File: config.mk
export PLATFORM = sky130hd
export DESIGN_NAME = slow_dn_cnt
export DESIGN_NICKNAME = d
export VERILOG_FILES = /design/src/rtl/slow_cnt_pkg.sv /design/src/rtl/slow_dn_cnt_tick_gen.sv /design/src/rtl/slow_dn_cnt.sv
export SDC_FILE = /design/constraint.sdc
export NUM_CORES = 1
export LEC_CHECK = 0
export CORE_MARGIN = 5
export CORE_UTILIZATION = 50
export CTS_BUF_LIST = sky130_fd_sc_hd__clkbuf_2 sky130_fd_sc_hd__clkbuf_4 sky130_fd_sc_hd__clkbuf_8
export CTS_CLUSTER_DIAMETER = 100
export CTS_CLUSTER_SIZE = 30
export DETAILED_ROUTE_END_ITERATION = 10
export GPL_TIMING_DRIVEN = 0
export PLACE_DENSITY = 0.77
export SYNTH_ARGS = -nofsm -noshare
export SYNTH_HDL_FRONTEND = slang
export SYNTH_SLANG_ARGS = --single-unit
File: constraint.sdc
create_clock -name clk -period 2.6 [get_ports clk]
set_input_delay 0.78 -clock clk [delete_from_list [all_inputs] [get_ports clk]]
set_output_delay 0.78 -clock clk [all_outputs]
set_load 0.01 [all_outputs]
File: src/rtl/slow_cnt_pkg.sv
// Shared constants and helpers for the slow up/down counter family.
// Latency: n/a (package only).
// Backpressure: n/a (package only).
package slow_cnt_pkg;

  // Board system clock; a prescaler of CLK_HZ gives one tick per second.
  localparam int unsigned CLK_HZ = 50_000_000;

  // Prescaler counter width: clog2(div), never less than one bit so that
  // DIV = 1 and DIV = 2 still produce a legal vector.
  function automatic int unsigned presc_width(input int unsigned div);
    if (div <= 2) begin
      return 1;
    end
    return $clog2(div);
  endfunction

endpackage

File: src/rtl/slow_dn_cnt_tick_gen.sv
// Clock-enable tick generator: one-cycle tick every DIV clk cycles.
// Latency: tick is combinational from the phase counter, high when p == DIV-1.
// Backpressure: none; free-running, restart forces the phase back to zero.
module tick_gen
  import slow_cnt_pkg::*;
#(
  parameter int unsigned DIV = CLK_HZ
) (
  input  logic clk,
  input  logic clr,
  input  logic restart,
  output logic tick
);

  localparam int unsigned     PW    = presc_width(DIV);
  localparam logic [PW-1:0]   P_MAX = PW'(DIV - 1);

  logic [PW-1:0] p;

  // Phase counter runs 0..DIV-1; restart realigns it so the next tick is DIV cycles away.
  always_ff @(posedge clk or posedge clr) begin
    if (clr) begin
      p <= '0;
    end else if (restart || tick) begin
      p <= '0;
    end else begin
      p <= p + 1'b1;
    end
  end

  assign tick = (p == P_MAX);

endmodule

File: src/rtl/slow_dn_cnt.sv
// Loadable down-counter stepped by a prescaled tick, with wrap flag and complement output.
// Latency: Q updates on the tick edge; tc is high the cycle after the 0 -> all-ones wrap.
// Backpressure: none; en freezes Q while the prescaler keeps its phase.
module slow_dn_cnt
  import slow_cnt_pkg::*;
#(
  parameter int unsigned WIDTH = 2,
  parameter int unsigned DIV   = CLK_HZ
) (
  input  logic             clk,
  input  logic             clr,
  input  logic             en,
  input  logic             ld,
  input  logic [WIDTH-1:0] D,
  output logic [WIDTH-1:0] Q,
  output logic [WIDTH-1:0] Qb,
  output logic             zero,
  output logic             tc
);

  logic tick;

  // A load restarts the prescaler so the first decrement lands DIV cycles after it.
  tick_gen #(
    .DIV(DIV)
  ) u_tick_gen (
    .clk    (clk),
    .clr    (clr),
    .restart(ld),
    .tick   (tick)
  );

  // Count register and wrap pulse: load beats tick, tc only lasts one cycle.
  always_ff @(posedge clk or posedge clr) begin
    if (clr) begin
      Q  <= '0;
      tc <= 1'b0;
    end else if (ld) begin
      Q  <= D;
      tc <= 1'b0;
    end else if (tick && en) begin
      Q  <= Q - 1'b1;
      tc <= (Q == '0);
    end else begin
      tc <= 1'b0;
    end
  end

  assign Qb   = ~Q;
  assign zero = (Q == '0);

endmodule
==> flow_summary.yaml, run 1 <==
outcome:
  status: "completed"
die:
  rows: 20
  floorplan.initialDensity_pct: 51.4
  die_h_um: 65.5
  fp.dieArea_sq_um: 4300
  ios: 12
  coreArea_sq_um: 3000
  die_x_um: 65.5
setup_path:
  cp-end-kind: "output pin"
  cp_max_fo: 3
  r2r_slack_ns: 0.50
  path_class: "flop to output pin"
  reg2reg_to: "u_tick_gen.p[4]"
  r2r_start: "u_tick_gen.p[16]"
  crit_arrival_ns: 1.54
  rr_worst_depth: 6
  cp.required_ns: 1.82
  start_kind: "flop"
sta:
  timing.final.ws_setup_ns: 0.285
  fin_setup_tns_ns: 0
  fmax_mhz: 432
  setup_viol: 0
  worst_hold_slack_ns: 0.492
  tightest_slew_ns: 1.08
  slew_viol_final: 0
  rsz0062_at_grt: "false"
  finalHoldViolations: 0
  period_minus_slack_ns: 2.32
  clock_skew_ns: 0.00720
  finalCritPeriodShare_pct: 89.1
  slew_headroom_pct: 28.3
clock_network:
  cts_tree: "built"
  cts_root_buf: "clkbuf_4"
  cts.clk_slew.worst_paths_ns: 0.09
  post_cts_buffers: 0
  numClockSinks: 29
  htreeDepth: 2
  clock_path_buffers: 2
  cts_inserted_buffers: 5
  cts_resized: 0
  hold_buffers: 0
  clk_latency_ns: 0.32
logic_synthesis:
  synthFlopType: "dfrtp_1"
  synth_top_area_share_pct: 47.0
  syn-num-nets: 168
  synthTopCellsByArea: "dfrtp_1, xor2_1, nand4_1"
  async_flop_share_pct: 100
  yosys.area.top_type: "dfrtp_1"
  synth_cell_types: 32
  netlist_instances: 160
  yosysMostFrequentCell: "dfrtp_1"
  synth_area_sq_um: 1540
  yosys-top-cells-count: "dfrtp_1, nor2_1, nand4_1"
  synth_edf_count: 0
  postSynthAreaPerCell_sq_um: 9.64
  ys_warn_count: 0
  ys_seq_area_share_pct: 47.0
  ys_ff_latch: 29
route:
  via_per_inst: 6.02
  vias: 1276
  wl_per_cell_um: 15.4
  ant_nets: 0
  drtPass1Iterations: 5
  drc: 0
  drt-total-wl_mm: 3.26
  drtIter0Drc: 83
min_path:
  hold_class: "flop to flop"
  min_from: "u_tick_gen.p[0]"
  min_path_cells: 1
  holdPathEnd: "u_tick_gen.p[0]"
cells_and_area:
  multiInputGateArea_sq_um: 747
  fillCellCount: 266
  fin_cells: 212
  stdcell_area_sq_um: 1750
  seqCellArea_sq_um: 726
  final_core_util_pct: 58.4
  antenna_cells: 0
  final_layout_size_suffix_gt1_share_pct: 11.2
  finalNetCount: 186
  areaGrowthSynthToFinish_pct: 13.7
power_and_ir_drop:
  irDropWorstVdd_mv: 0.309
  powerDensity_nw_per_um2: 460
  power_mw: 0.808
  leakagePower_nw: 0.715
grt:
  grt_usage_pct: 16.8
  grt_pass1_vias: 1256
  grt_overflow: 0
  grt_max_degree: 30
  antenna_found_initial: 0
  grt_pass1_wl_mm: 5.57
placed_design:
  place_hpwl_mm: 2.39
  gp_congestion: 0.862
  place_area_sq_um: 1690
  place_inst: 204
  port_buffers: 11
  place_ws_ns: 0.508
job:
  cap_violations: 0
flip-flops by register name, indices dropped and copies added (netlist names):
signal and count:
Q 2, tc 1, u_tick_gen.p 26
cell type report:
| type | count | share of cell area [%] |
|---|---|---|
| Timing Repair Buffer | 11 | 6.28 |
| Sequential cell | 29 | 41.4 |
| Multi-Input combinational cell | 116 | 42.6 |
| Clock buffer | 8 | 3.42 |
| Buffer | 8 | 2.50 |
| Tap cell | 33 | 2.35 |
| Inverter | 7 | 1.50 |
kinds of logic (layout without fill, tap and decap cells):
family	count (synthesis)	after routing	synth area share [%]
AO/OA/AOI/OAI	26	26	11.0
XOR/XNOR	13	13	7.38
adder cells (fa/ha/maj)	2	2	1.62
buffers and inverters	15	34	4.54
flip-flops	29	29	47.0
AND/OR/NAND/NOR	75	75	28.4
per-layer routing:
layer  part of all wire, %  GRT usage, %  up-vias
met1                    45          20.6      614
met5                     0             0        -
li1                      -             -      621
met3                   4.8          4.10        5
met4                   1.5          7.77        0
met2                    49          27.7       36
worst max-delay path, stage by stage (launching register included):
cell and delay [ns]:
dfrtp_1 0.39, inv_1 0.10, ha_1 0.18, clkdlybuf4s50_1 0.54
power breakdown:
part | switching [mW] | internal [mW]
logic | 0.0331 | 0.0294
registers | 0.00581 | 0.457
clock network | 0.143 | 0.139
worst max-delay path by stage:
stage	startpoint	endpoint	slack, ns	cells after the start
final	Q[1]	zero	0.28	3
after global routing	Q[1]	zero	0.24	3
after CTS	Q[1]	zero	0.30	3
after detailed placement	clr	u_tick_gen.p[4]	0.51	2
after global placement	clr	u_tick_gen.p[4]	0.54	2
after floorplan	u_tick_gen.p[16]	u_tick_gen.p[22]	0.82	6
cells in the final DEF (no fill, tap or decap):
master | synthesis | layout
inv_1 | 7 | 7
xor2_1 | 8 | 8
nand4_1 | 11 | 11
clkbuf_4 | 0 | 8
or4_4 | 2 | 2
or3_1 | 7 | 7
buf_2 | 2 | 2
dfrtp_1 | 29 | 29
nand2_1 | 9 | 9
ha_1 | 2 | 2
o311ai_1 | 1 | 1
xnor2_1 | 5 | 5
a21oi_1 | 10 | 10
and3_1 | 4 | 4
o31ai_4 | 1 | 1
nor2_1 | 16 | 16
o31ai_1 | 4 | 4
nor4b_1 | 2 | 2
nand2b_1 | 1 | 1
and4_2 | 2 | 2
a21oi_2 | 1 | 1
clkdlybuf4s50_1 | 0 | 11
nand4_2 | 1 | 1
nor3b_1 | 1 | 1
o21a_1 | 1 | 1
buf_4 | 3 | 3
nand3_1 | 8 | 8
and2_1 | 1 | 1
clkbuf_1 | 3 | 3
o21ai_0 | 7 | 7
or4_1 | 5 | 5
o31a_1 | 1 | 1
and4_1 | 3 | 3
nor3_1 | 2 | 2
(Power assumes the default switching activity.)
==> run 2, diff against run 1 <==
--- a/config.mk
+++ b/config.mk
@@ -5,7 +5,7 @@
 export SDC_FILE = /design/constraint.sdc
 export NUM_CORES = 1
 export LEC_CHECK = 0
-export CORE_MARGIN = 5
+export CORE_MARGIN = 8
 export CORE_UTILIZATION = 50
 export CTS_BUF_LIST = sky130_fd_sc_hd__clkbuf_2 sky130_fd_sc_hd__clkbuf_4 sky130_fd_sc_hd__clkbuf_8
 export CTS_CLUSTER_DIAMETER = 100
==> flow_summary.yaml, run 2 (same netlist as run 1, synthesis figures left out) <==
cells_and_area:
  largest_register_ffs: 26
  areaGrowthSynthToFinish_pct: 13.7
  layout_commonest_cell: "dfrtp_1"
  largest-register: "u_tick_gen.p"
  final_core_util_pct: 58.4
  stdcell_area_sq_um: 1750
  final_layout_size_suffix_gt1_share_pct: 11.2
  mostFrequentLayoutCells: "dfrtp_1, nor2_1, nand4_1, clkdlybuf4s50_1, a21oi_1"
  antenna_cells: 0
  largestRegisters: "u_tick_gen.p (26), Q (2), tc (1)"
  fillCellCount: 278
  finalNetCount: 186
setup_path:
  max_stage_delay_ns: 0.54
  cp.required_ns: 1.82
  cpMaxStageDelayCell: "clkdlybuf4s50_1"
  cp-end-kind: "output pin"
  cp_max_fo: 3
  start_kind: "flop"
  path_class: "flop to output pin"
  cp_cell_sequence: "inv_1 > ha_1 > clkdlybuf4s50_1"
  crit_arrival_ns: 1.54
clock_network:
  cts.clk_slew.worst_paths_ns: 0.09
  hold_buffers: 0
  numClockSinks: 29
  cts_resized: 0
  cts_tree: "built"
  clock_path_buffers: 2
  clk_latency_ns: 0.33
  htreeDepth: 2
  cts_inserted_buffers: 5
  cts_root_buf: "clkbuf_4"
  post_cts_buffers: 0
die:
  ios: 12
  die_x_um: 71.5
  fp.dieArea_sq_um: 5120
  floorplan.initialDensity_pct: 51.4
  die_h_um: 71.5
  rows: 20
  coreArea_sq_um: 3000
grt:
  grt_max_degree: 30
  grt_usage_pct: 14.8
  grt_pass1_wl_mm: 5.89
  grt_pass1_vias: 1282
  grt_overflow: 0
  antenna_found_initial: 0
route:
  drt-total-wl_mm: 3.33
  drc: 0
  drtIter0Drc: 95
  wl_per_cell_um: 15.7
  ant_nets: 0
  vias: 1282
  wl_met1_mm: 1.49
  drtPass1Iterations: 5
  via_per_inst: 6.05
  highest_layer: "met4"
  routed-wl-met3_um: 122
  dr_wl_met2_mm: 1.62
placed_design:
  gp_congestion: 0.779
  place_area_sq_um: 1690
  place_hpwl_mm: 2.43
  port_buffers: 11
power_and_ir_drop:
  irDropWorstVdd_mv: 0.335
  swShare_pct: 22.8
  pwr-share-comb_pct: 7.9
  power_switching_mw: 0.184
  p_int_mw: 0.626
  power_mw: 0.810
  seqPwrFrac_pct: 57.2
  leakagePower_nw: 0.715
  powerDensity_nw_per_um2: 462
  clockPowerShare_pct: 35.0
sta:
  fin_setup_tns_ns: 0
  tightest_slew_ns: 1.07
  finalCritPeriodShare_pct: 89.1
  period_minus_slack_ns: 2.32
  fmax_mhz: 432
  finalHoldViolations: 0
  setup_viol: 0
  clock_skew_ns: 0.00642
  rsz0062_at_grt: "false"
  slew_viol_final: 0
  slew_headroom_pct: 28.4
job:
  cap_violations: 0
min_path:
  hold_class: "flop to flop"
outcome:
  status: "completed"
==> run 2: worst max-delay path: cells and delay by family, from the launching register on <==
kind | cells | cell delay (ns)
fa+ha+maj | 1 | 0.18
buf+inv | 2 | 0.64
flops | 1 | 0.39
==> run 2: path summary, 6_finish.rpt <==
check                                 start          endpoint  slack, ns  cells after the start
hold / removal              u_tick_gen.p[0]   u_tick_gen.p[0]       0.49                      1
hold reg to reg             u_tick_gen.p[0]   u_tick_gen.p[0]       0.49                      1
max in group asynchronous               clr   u_tick_gen.p[0]       0.94                      2
setup / recovery                       Q[1]              zero       0.28                      3
min in group asynchronous               clr              Q[1]       1.01                      2
setup reg to reg           u_tick_gen.p[11]  u_tick_gen.p[10]       0.48                      6
==> run 2: area by class of cell <==
class | count | area [sq um] | share of cell area, %
sequential | 29 | 726 | 41.4
multi-input combinational | 116 | 747 | 42.6
inverter | 7 | 26.3 | 1.50
tap | 33 | 41.3 | 2.35
clock buffer | 8 | 60.1 | 3.42
timing repair buffer | 11 | 110 | 6.28
buffer | 8 | 43.8 | 2.50
==> run 2: metrics by stage <==
stage | std cells | setup slack, ns | hold slack [ns]
4_1_cts | 212 | 0.257 | 0.492
3_5_place_dp | 204 | 0.514 | 0.481
2_1_floorplan | 160 | 0.817 | 0.445
3_3_place_gp | 204 | 0.531 | 0.465
5_1_grt | 212 | 0.190 | 0.519
6_report | 212 | 0.283 | 0.492
==> run 2: power by group through the flow <==
stage          clock network (mW)  registers, mW  logic (mW)
5_1_grt                     0.310          0.464      0.0719
3_3_place_gp                    0          0.471      0.0620
4_1_cts                     0.298          0.463      0.0647
2_1_floorplan                   0          0.472      0.0317
3_5_place_dp                    0          0.472      0.0644
6_report                    0.283          0.463      0.0636
==> run 2: routing by layer <==
| layer | global-route usage [%] | vias to the layer above |
|---|---|---|
| met5 | 0 | - |
| met4 | 7.94 | 0 |
| met3 | 5.86 | 11 |
| met2 | 23.1 | 28 |
| met1 | 16.9 | 623 |
| li1 | - | 620 |
==> run 3, diff against run 2 <==
--- a/config.mk
+++ b/config.mk
@@ -5,14 +5,15 @@
 export SDC_FILE = /design/constraint.sdc
 export NUM_CORES = 1
 export LEC_CHECK = 0
-export CORE_MARGIN = 8
+export CORE_MARGIN = 2
 export CORE_UTILIZATION = 50
 export CTS_BUF_LIST = sky130_fd_sc_hd__clkbuf_2 sky130_fd_sc_hd__clkbuf_4 sky130_fd_sc_hd__clkbuf_8
 export CTS_CLUSTER_DIAMETER = 100
 export CTS_CLUSTER_SIZE = 30
 export DETAILED_ROUTE_END_ITERATION = 10
 export GPL_TIMING_DRIVEN = 0
-export PLACE_DENSITY = 0.77
+export MAX_ROUTING_LAYER = met4
+export PLACE_DENSITY_LB_ADDON = 0.25
 export SYNTH_ARGS = -nofsm -noshare
 export SYNTH_HDL_FRONTEND = slang
 export SYNTH_SLANG_ARGS = --single-unit
==> flow_summary.yaml, run 3 (same netlist as run 1, synthesis figures left out) <==
outcome:
  status: "completed"
route:
  drt-total-wl_mm: 3.26
  drc: 0
  via_per_inst: 6.04
  wl_per_cell_um: 15.4
  ant_nets: 0
  drtIter0Drc: 54
  vias: 1280
  drtPass1Iterations: 6
cells_and_area:
  fillCellCount: 293
  final_layout_size_suffix_gt1_share_pct: 11.2
  final_core_util_pct: 58.8
  stdcell_area_sq_um: 1760
  finalNetCount: 186
  antenna_cells: 0
  largest_register_ffs: 26
  largestRegisters: "u_tick_gen.p (26), Q (2), tc (1)"
  fin_cells: 212
  mostFrequentLayoutCells: "dfrtp_1, nor2_1, nand4_1, clkdlybuf4s50_1, a21oi_1"
  areaGrowthSynthToFinish_pct: 14.4
  largest-register: "u_tick_gen.p"
  layout_commonest_cell: "dfrtp_1"
setup_path:
  reg2reg_to: "u_tick_gen.p[4]"
  r2r_slack_ns: 0.53
  crit_arrival_ns: 1.56
  path_class: "flop to output pin"
  r2r_start: "u_tick_gen.p[11]"
  start_kind: "flop"
  cp-end-kind: "output pin"
  cp.required_ns: 1.82
  rr_worst_depth: 6
  cp_max_fo: 4
clock_network:
  post_cts_buffers: 0
  clk_latency_ns: 0.34
  clock_path_buffers: 2
  cts_inserted_buffers: 5
  cts_tree: "built"
  cts_root_buf: "clkbuf_4"
  cts_resized: 0
  cts.clk_slew.worst_paths_ns: 0.09
  hold_buffers: 0
  numClockSinks: 29
  htreeDepth: 2
sta:
  finalHoldViolations: 0
  period_minus_slack_ns: 2.34
  timing.final.ws_setup_ns: 0.263
  clock_skew_ns: 0.0116
  finalCritPeriodShare_pct: 89.9
  fin_setup_tns_ns: 0
  worst_hold_slack_ns: 0.491
  tightest_slew_ns: 1.07
  slew_headroom_pct: 28.8
  setup_viol: 0
  slew_viol_final: 0
  rsz0062_at_grt: "false"
  fmax_mhz: 428
die:
  rows: 20
  die_x_um: 59.5
  fp.dieArea_sq_um: 3550
  die_h_um: 59.5
  floorplan.initialDensity_pct: 51.4
  coreArea_sq_um: 3000
  ios: 12
placed_design:
  port_buffers: 11
  gp_congestion: 0.842
  place_ws_ns: 0.477
  place_area_sq_um: 1690
  place_hpwl_mm: 2.35
  place_inst: 204
grt:
  antenna_found_initial: 0
  grt_max_degree: 30
  grt_pass1_wl_mm: 5.86
  grt_usage_pct: 23.2
  grt_overflow: 0
  grt_pass1_vias: 1276
power_and_ir_drop:
  power_mw: 0.847
  powerDensity_nw_per_um2: 480
  leakagePower_nw: 0.719
  irDropWorstVdd_mv: 0.303
job:
  cap_violations: 0
min_path:
  holdPathEnd: "u_tick_gen.p[0]"
  hold_class: "flop to flop"
  min_from: "u_tick_gen.p[0]"
  min_path_cells: 1
[run 3: how the worst max path moves through the flow]
| stage | endpoint | slack (ns) | startpoint | cells past startpoint |
|---|---|---|---|---|
| floorplan | u_tick_gen.p[22] | 0.82 | u_tick_gen.p[16] | 6 |
| global placement | u_tick_gen.p[3] | 0.51 | ld | 5 |
| detailed placement | u_tick_gen.p[11] | 0.48 | clr | 2 |
| CTS | zero | 0.24 | Q[0] | 3 |
| global route | zero | 0.17 | Q[0] | 3 |
| finish | zero | 0.26 | Q[0] | 3 |
[run 3: metal layers]
layer	global-route usage [%]	share of wire [%]
met5	-	0
met4	10.2	1.6
met1	29.1	44
met2	34.9	50
met3	6.77	5.0
[run 3: area by class of cell]
cell class / instances / area [sq um] / area share [%]
multi-input combinational: 116 / 747 / 42.3
sequential: 29 / 726 / 41.1
timing repair buffer: 11 / 110 / 6.24
clock buffer: 7 / 65.1 / 3.69
buffer: 8 / 43.8 / 2.48
tap: 33 / 41.3 / 2.34
inverter: 7 / 26.3 / 1.49
clock inverter: 1 / 5.00 / 0.284
[run 3: critical path, stage by stage (launching register included)]
cell,delay (ns)
dfrtp_1,0.42
inv_1,0.10
ha_1,0.17
clkdlybuf4s50_1,0.54
[run 3: report_power, final]
group          internal [mW]  total, mW  leakage (nW)  switching [mW]
Sequential             0.457      0.463         0.398         0.00590
Combinational         0.0300     0.0637         0.280          0.0337
Clock                  0.156      0.321        0.0413           0.164
